## src/rtl/ioport_watch_pkg.sv

```systemverilog
// Shared constants for the ioport_watch I/O-write snooper: FSM encoding, 8255 BSR
// field positions and per-channel slice macros for the packed channel parameters.
`ifndef IOPORT_WATCH_PKG_SV
`define IOPORT_WATCH_PKG_SV

`define IOPORT_WATCH_ADDR(p, i) p[(i)*8 +: 8]
`define IOPORT_WATCH_BIT(p, i)  p[(i)*3 +: 3]
`define IOPORT_WATCH_BSR(p, i)  p[(i)]

package ioport_watch_pkg;

    localparam logic ST_IDLE  = 1'b0;
    localparam logic ST_ARMED = 1'b1;

    // 8255 bit-set/reset control word: D7=0 selects BSR, D3..D1 bit index, D0 value
    localparam int unsigned BSR_MODE_BIT = 7;
    localparam int unsigned BSR_SEL_HI   = 3;
    localparam int unsigned BSR_SEL_LO   = 1;
    localparam int unsigned BSR_VAL_BIT  = 0;

endpackage

`endif

```

## src/rtl/ioport_watch_if.sv

```systemverilog
// Bus bundle between the host-side snoop inputs and the ioport_watch flag/window outputs.
interface ioport_watch_if #(
    parameter int unsigned NCH   = 2,
    parameter int unsigned CNT_W = 4
);
    logic [7:0]       shavv;
    logic [7:0]       data;
    logic             wr_stb;
    logic             arm;
    logic             disarm;
    logic [NCH-1:0]   ch_value;
    logic [NCH-1:0]   ch_stb;
    logic             window_en;
    logic [CNT_W-1:0] edge_cnt;
    logic             done;

    modport master (
        output shavv, data, wr_stb, arm, disarm,
        input  ch_value, ch_stb, window_en, edge_cnt, done
    );

    modport slave (
        input  shavv, data, wr_stb, arm, disarm,
        output ch_value, ch_stb, window_en, edge_cnt, done
    );
endinterface

```

## src/rtl/ioport_watch_decode.sv

```systemverilog
// One watched flag: address match, direct-bit or BSR new-value decode, and the
// registered flag value plus one-cycle write pulse.
module ioport_watch_decode
    import ioport_watch_pkg::*;
#(
    parameter logic [7:0] ADDR = 8'h00,
    parameter logic [2:0] BIT  = 3'd0,
    parameter logic       BSR  = 1'b0
) (
    input  logic       clk,
    input  logic       reset,
    input  logic [7:0] shavv,
    input  logic [7:0] data,
    input  logic       wr_stb,
    output logic       value,
    output logic       stb
);

    logic [7:0] mask;
    logic       hit;
    logic       bsr_upd;
    logic       upd;
    logic       nxt;

    always_comb begin
        mask    = 8'(1) << BIT;
        hit     = wr_stb && (shavv == ADDR);
        // Control words and other bit indices leave a BSR flag untouched
        bsr_upd = hit && !data[BSR_MODE_BIT] && (data[BSR_SEL_HI:BSR_SEL_LO] == BIT);
        upd     = BSR ? bsr_upd : hit;
        nxt     = BSR ? data[BSR_VAL_BIT] : |(data & mask);
    end

    always_ff @(posedge clk) begin
        if (reset) begin
            value <= 1'b0;
            stb   <= 1'b0;
        end else begin
            stb <= upd;
            if (upd) value <= nxt;
        end
    end

endmodule

```

## src/rtl/ioport_watch.sv

```systemverilog
// Vector-06c I/O-write snooper with an arm/count/close event window.
// Define IOPORT_WATCH_TIMEOUT_EN to add a TIMEOUT-cycle window timer.
module ioport_watch
    import ioport_watch_pkg::*;
#(
    parameter int unsigned         NCH      = 2,
    parameter logic [NCH*8-1:0]    CH_ADDR  = {8'h00, 8'h01},
    parameter logic [NCH*3-1:0]    CH_BIT   = {3'd3, 3'd3},
    parameter logic [NCH-1:0]      CH_BSR   = 2'b01,
    parameter int unsigned         WATCH_CH = 0,
    parameter int unsigned         THRESH   = 4,
    parameter int unsigned         CNT_W    = 4,
    parameter logic [23:0]         TIMEOUT  = 24'd2400000
) (
    input  logic          clk,
    input  logic          reset,
    ioport_watch_if.slave bus
);

    localparam logic [CNT_W-1:0] CNT_MAX = (THRESH != 0) ? CNT_W'(THRESH) : {CNT_W{1'b1}};

    logic [NCH-1:0]   value;
    logic [NCH-1:0]   stb;
    logic             watch_q;
    logic             arm_r;
    logic             state;
    logic             done_r;
    logic [CNT_W-1:0] cnt;
    logic [CNT_W-1:0] cnt_inc;
    logic             fall;
    logic             arm_rise;
    logic             thresh_hit;
`ifdef IOPORT_WATCH_TIMEOUT_EN
    logic [23:0]      timer;
`endif

    for (genvar i = 0; i < NCH; i++) begin : g_ch
        ioport_watch_decode #(
            .ADDR (`IOPORT_WATCH_ADDR(CH_ADDR, i)),
            .BIT  (`IOPORT_WATCH_BIT(CH_BIT, i)),
            .BSR  (`IOPORT_WATCH_BSR(CH_BSR, i))
        ) u_dec (
            .clk    (clk),
            .reset  (reset),
            .shavv  (bus.shavv),
            .data   (bus.data),
            .wr_stb (bus.wr_stb),
            .value  (value[i]),
            .stb    (stb[i])
        );
    end

    always_comb begin
        fall       = watch_q & ~value[WATCH_CH];
        arm_rise   = bus.arm & ~arm_r;
        cnt_inc    = (cnt == CNT_MAX) ? cnt : cnt + CNT_W'(1);
        thresh_hit = (THRESH != 0) && fall && (cnt_inc == CNT_W'(THRESH));
    end

    // Window FSM; priority disarm > arm_rise > threshold > timeout > count
    always_ff @(posedge clk) begin
        if (reset) begin
            watch_q <= 1'b0;
            arm_r   <= 1'b0;
            state   <= ST_IDLE;
            cnt     <= '0;
            done_r  <= 1'b0;
`ifdef IOPORT_WATCH_TIMEOUT_EN
            timer   <= '0;
`endif
        end else begin
            watch_q <= value[WATCH_CH];
            arm_r   <= bus.arm;
            done_r  <= 1'b0;
            if (bus.disarm) begin
                state <= ST_IDLE;
            end else if (arm_rise) begin
                state <= ST_ARMED;
                cnt   <= '0;
`ifdef IOPORT_WATCH_TIMEOUT_EN
                timer <= '0;
`endif
            end else if (state == ST_ARMED) begin
                if (fall) cnt <= cnt_inc;
                if (thresh_hit) begin
                    state  <= ST_IDLE;
                    done_r <= 1'b1;
                end
`ifdef IOPORT_WATCH_TIMEOUT_EN
                else if (timer == TIMEOUT - 24'd1) begin
                    state  <= ST_IDLE;
                    done_r <= 1'b1;
                end else begin
                    timer <= timer + 24'd1;
                end
`endif
            end
        end
    end

`ifndef IOPORT_WATCH_TIMEOUT_EN
    if (TIMEOUT == 24'd0) begin : g_timeout_ignored
    end
`endif

    assign bus.ch_value  = value;
    assign bus.ch_stb    = stb;
    assign bus.window_en = state;
    assign bus.edge_cnt  = cnt;
    assign bus.done      = done_r;

endmodule

```

## src/flat_wrapper.sv

```systemverilog
// flat-port wrapper written by rule: the top's interface ports become plain ports
module ioport_watch_flat import ioport_watch_pkg::*;
#(
    parameter int unsigned         NCH      = 2,
    parameter logic [NCH*8-1:0]    CH_ADDR  = {8'h00, 8'h01},
    parameter logic [NCH*3-1:0]    CH_BIT   = {3'd3, 3'd3},
    parameter logic [NCH-1:0]      CH_BSR   = 2'b01,
    parameter int unsigned         WATCH_CH = 0,
    parameter int unsigned         THRESH   = 4,
    parameter int unsigned         CNT_W    = 4,
    parameter logic [23:0]         TIMEOUT  = 24'd2400000
)
  (clk, reset, bus_shavv, bus_data, bus_wr_stb, bus_arm, bus_disarm, bus_ch_value, bus_ch_stb, bus_window_en, bus_edge_cnt, bus_done);
  ioport_watch_if #(.NCH(NCH), .CNT_W(CNT_W)) bus_i ();
  input  logic clk;
  input  logic reset;
  input wire logic [$bits(bus_i.shavv)-1:0] bus_shavv;
  input wire logic [$bits(bus_i.data)-1:0] bus_data;
  input wire logic [$bits(bus_i.wr_stb)-1:0] bus_wr_stb;
  input wire logic [$bits(bus_i.arm)-1:0] bus_arm;
  input wire logic [$bits(bus_i.disarm)-1:0] bus_disarm;
  output wire logic [$bits(bus_i.ch_value)-1:0] bus_ch_value;
  output wire logic [$bits(bus_i.ch_stb)-1:0] bus_ch_stb;
  output wire logic [$bits(bus_i.window_en)-1:0] bus_window_en;
  output wire logic [$bits(bus_i.edge_cnt)-1:0] bus_edge_cnt;
  output wire logic [$bits(bus_i.done)-1:0] bus_done;
  assign bus_i.shavv = bus_shavv;
  assign bus_i.data = bus_data;
  assign bus_i.wr_stb = bus_wr_stb;
  assign bus_i.arm = bus_arm;
  assign bus_i.disarm = bus_disarm;
  assign bus_ch_value = bus_i.ch_value;
  assign bus_ch_stb = bus_i.ch_stb;
  assign bus_window_en = bus_i.window_en;
  assign bus_edge_cnt = bus_i.edge_cnt;
  assign bus_done = bus_i.done;
  ioport_watch #(.NCH(NCH), .CH_ADDR(CH_ADDR), .CH_BIT(CH_BIT), .CH_BSR(CH_BSR), .WATCH_CH(WATCH_CH), .THRESH(THRESH), .CNT_W(CNT_W), .TIMEOUT(TIMEOUT)) u_core (.clk(clk), .reset(reset), .bus(bus_i));
endmodule
```

## config.mk

```make
export PLATFORM = sky130hd
export DESIGN_NAME = ioport_watch_flat
export DESIGN_NICKNAME = d
export VERILOG_FILES = /design/src/rtl/ioport_watch_pkg.sv /design/src/rtl/ioport_watch_if.sv /design/src/rtl/ioport_watch_decode.sv /design/src/rtl/ioport_watch.sv /design/src/flat_wrapper.sv
export SDC_FILE = /design/constraint.sdc
export NUM_CORES = 1
export LEC_CHECK = 0
export ABC_AREA = 1
export BUFFER_PORTS_ARGS = -buffer_cell sky130_fd_sc_hd__buf_2
export CAP_MARGIN = 10
export CORE_ASPECT_RATIO = 0.9
export CORE_MARGIN = 4
export CORE_UTILIZATION = 40
export CTS_CLUSTER_SIZE = 12
export DETAILED_ROUTE_END_ITERATION = 12
export MAX_ROUTING_LAYER = met4
export PLACE_DENSITY_LB_ADDON = 0.1
export SLEW_MARGIN = 25
export SYNTH_ARGS = -nofsm -noshare
export SYNTH_HDL_FRONTEND = slang
export SYNTH_SLANG_ARGS = --single-unit
export TNS_END_PERCENT = 20
```

## constraint.sdc

```tcl
create_clock -name clk -period 4.39 [get_ports clk]
set_clock_uncertainty 0.15 [all_clocks]
set_input_delay 0.2195 -clock clk [delete_from_list [all_inputs] [get_ports clk]]
set_output_delay 0.2195 -clock clk [all_outputs]
set_load 0.005 [all_outputs]
```

==> impl_results.md <==
* Antenna violations before repair at 0
* RSZ-0062 raised after global routing: no
* Count leader, synth: nand2_1
* Slew Viols, Final at 0
* Synthesis-stage register bit count at 12
* Via density per instance at between 4 and 5
* Worst Tran Pin Value at 271 ps
* P per Cell Area at 270 nW/um^2
* Share of layout cells above drive strength 1 at 27.9%
* Layout Utilization at 53.6%
* Top FF cell, synth: dfxtp_1
* Cell area after synthesis at 629 sq um
* WL per Instance at 8.67 microns
* Post-synth top cells: nand2_1, inv_1, nor2_1
* Hold Path Class: input port to register
* Pin count of the biggest net entering global routing at 11
* Critical path startpoint category: register
* Dpl hpwl at a little under 1000 microns
* Delay-heaviest family, CP: simple AND/OR/NAND/NOR gates
* Inserted Diodes at 0
* Num CTS Buffers at 3
* Ports at 31
* Fill count at 166
* WP depth at 9
* CP endpoint kind: register
* R2R Setup Slk at a little under 3000 ps
* Die Y at about 46 microns
* Port-buffer cells at 27
* Post-Layout Cell Count at 137
* Post-route ant nets at 0
* GR Util All Layers at 12.4%
* Worst path buffer plus inverter count at 2
* Die X at 49.8 microns
* Yosys top cell area share at 38.2%
* DP Area at 748 sq um
* R2R depth at 9
* Setup Buffers After CTS at 0
* Final routed DRC violation total at 0
* Max frequency at 671 MHz
* Die area at 2270 sq um
* CP max stage cell: dfxtp_1
* Worst hold path cell count at 3
* Critical Path AT at 1560 ps
* Vias in the first global route at about 540
* Syn_area_per_cell at 6.56 sq um
* Max incr delay on CP at 410 ps
* Post-synthesis async set-or-reset flop share at 0%
* Leading area contributor after synthesis: dfxtp_1
* Fin crit period at approximately 1500 ps
* Final Setup Violations at 0
* GPL Wtd Cong at 0.826
* Final setup TNS at 0 ps
* Syn Nets at 119
* H-tree depth at 1
* CTS tree: yes
* Area Growth Syn to Fin at 24.7%
* Max cap viols at 0
* Maximum buffer depth of the clock tree at 2
* Syn. warnings at 0
* Worst ir drop on vdd at 161 uV
* GRT overflow at 0
* Clk sinks at 12
* Row count at 13
* Cells after DPL at approximately 130
* Final Hold Fails at 0
* Critical Path, Cell by Cell: inv_1 > ha_1 > inv_1 > nand3_1 > nor2_1 > nand2_1 > nor2_2 > nand2_1 > nor2_1
* Drt first pass iters at 4
* Clk_lat worst skew at 270 ps
* Sequential area share after synthesis at 38.2%
* Cts-stage hold buffer count at 0
* EDFF count, synth at 0
* Critical path fanouts, max at 6
* Clock root cell: clkbuf_4
* Starting DRT DRC Count at 1
* Top post-synthesis cells by area: dfxtp_1, nand2_1, inv_1
* Status: complete, no violations
* Final net count at 146
* Drt total wl at approximately 1200 microns
* Post-synth cell types at 17
* P_leak at 0.394 nW
* Design Area, Final at ~780 sq um
* PostCTS Resize Cnt at 0
* Kind of critical path: register to register
* Via count at 617
* Synthesized netlist cell count at 96
* Reg clk slew, reported paths at 80 ps
* Core Area at between 1000 and 1500 sq um
* First-pass GRT wire length at 2010 microns
* Final period util at 34.0%
* Initial core utilization at 43.0%
* CP required at 4460 ps
* Max_slew headroom at 81.8%
==> final timing paths <==
path,endpoint,start
worst max register to register,u_core.bus.done,u_core.bus.edge_cnt[0]
worst max-delay path,u_core.bus.done,u_core.bus.edge_cnt[0]
worst min-delay path,u_core.arm_r,bus_arm
worst min register to register,u_core.g_ch[1].u_dec.value,u_core.g_ch[1].u_dec.value
==> cell type report <==
class	instances	area, sq um	area share, %
inverter	16	60.1	7.66
tap	15	18.8	2.39
timing repair buffer	27	135	17.2
clock buffer	4	36.3	4.63
multi-input combinational	63	294	37.5
sequential	12	240	30.6
==> layout by cell type, fill, tap and decap left out, drive strengths merged <==
| cell type | n |
|---|---|
| buf | 27 |
| clkbuf | 4 |
| clkinv | 1 |
| nand2 | 27 |
| nand4 | 1 |
| a21oi | 7 |
| dfxtp | 12 |
| nand3 | 6 |
| nand3b | 2 |
| inv | 15 |
| o21ai | 2 |
| nor3 | 1 |
| ha | 2 |
| nor2 | 15 |
==> logic make-up (layout without fill, tap and decap cells) <==
group | after synthesis | in the layout | share of synthesized area (%)
AND/OR/NAND/NOR | 52 | 52 | 35.6
buffers and inverters | 21 | 47 | 15.1
flip-flops | 12 | 12 | 38.2
AO/OA/AOI/OAI | 9 | 9 | 7.15
adder cells (fa/ha/maj) | 2 | 2 | 3.98
==> sequential cells by signal, indices dropped and copies added, names as in the netlist <==
register,count
u_core.bus.edge_cnt,4
u_core.g_ch.u_dec.stb,2
u_core.g_ch.u_dec.value,2
u_core.arm_r,1
u_core.bus.done,1
u_core.bus.window_en,1
u_core.watch_q,1
==> power breakdown <==
| part | leakage, nW | internal (mW) | total (mW) | switching, mW |
|---|---|---|---|---|
| clock network | 0.0210 | 0.0504 | 0.0861 | 0.0357 |
| logic | 0.276 | 0.00783 | 0.0152 | 0.00742 |
| registers | 0.0970 | 0.110 | 0.110 | 0.000475 |
==> stage by stage <==
step                      setup slack (ps)  hold WS, ps  power, mW
final                                 2900         4.06      0.212
after global routing                  2770         32.3      0.222
after CTS                             2870         1.86      0.215
after detailed placement              2880          291      0.128
after global placement                2890          286      0.128
after floorplan                       2970          194      0.119
==> per-layer routing <==
layer / share of wire, % / routed length, microns / up-vias / track usage (%)
li1: - / - / 345 / -
met1: 46 / 543 / 253 / 11.9
met2: 47 / 554 / 17 / 21.9
met3: 6.6 / 79 / 2 / 4.92
met4: 0.84 / 10 / 0 / 6.63
met5: 0 / 0 / - / -
==> worst reg2reg max path, stage by stage, from the launching register on <==
cell and delay, ps:
dfxtp_1 410, inv_1 80, ha_1 310, inv_1 60, nand3_1 60, nor2_1 90, nand2_1 60, nor2_2 90
nand2_1 50, nor2_1 80
No activity file was read; power rests on OpenSTA's default activity.
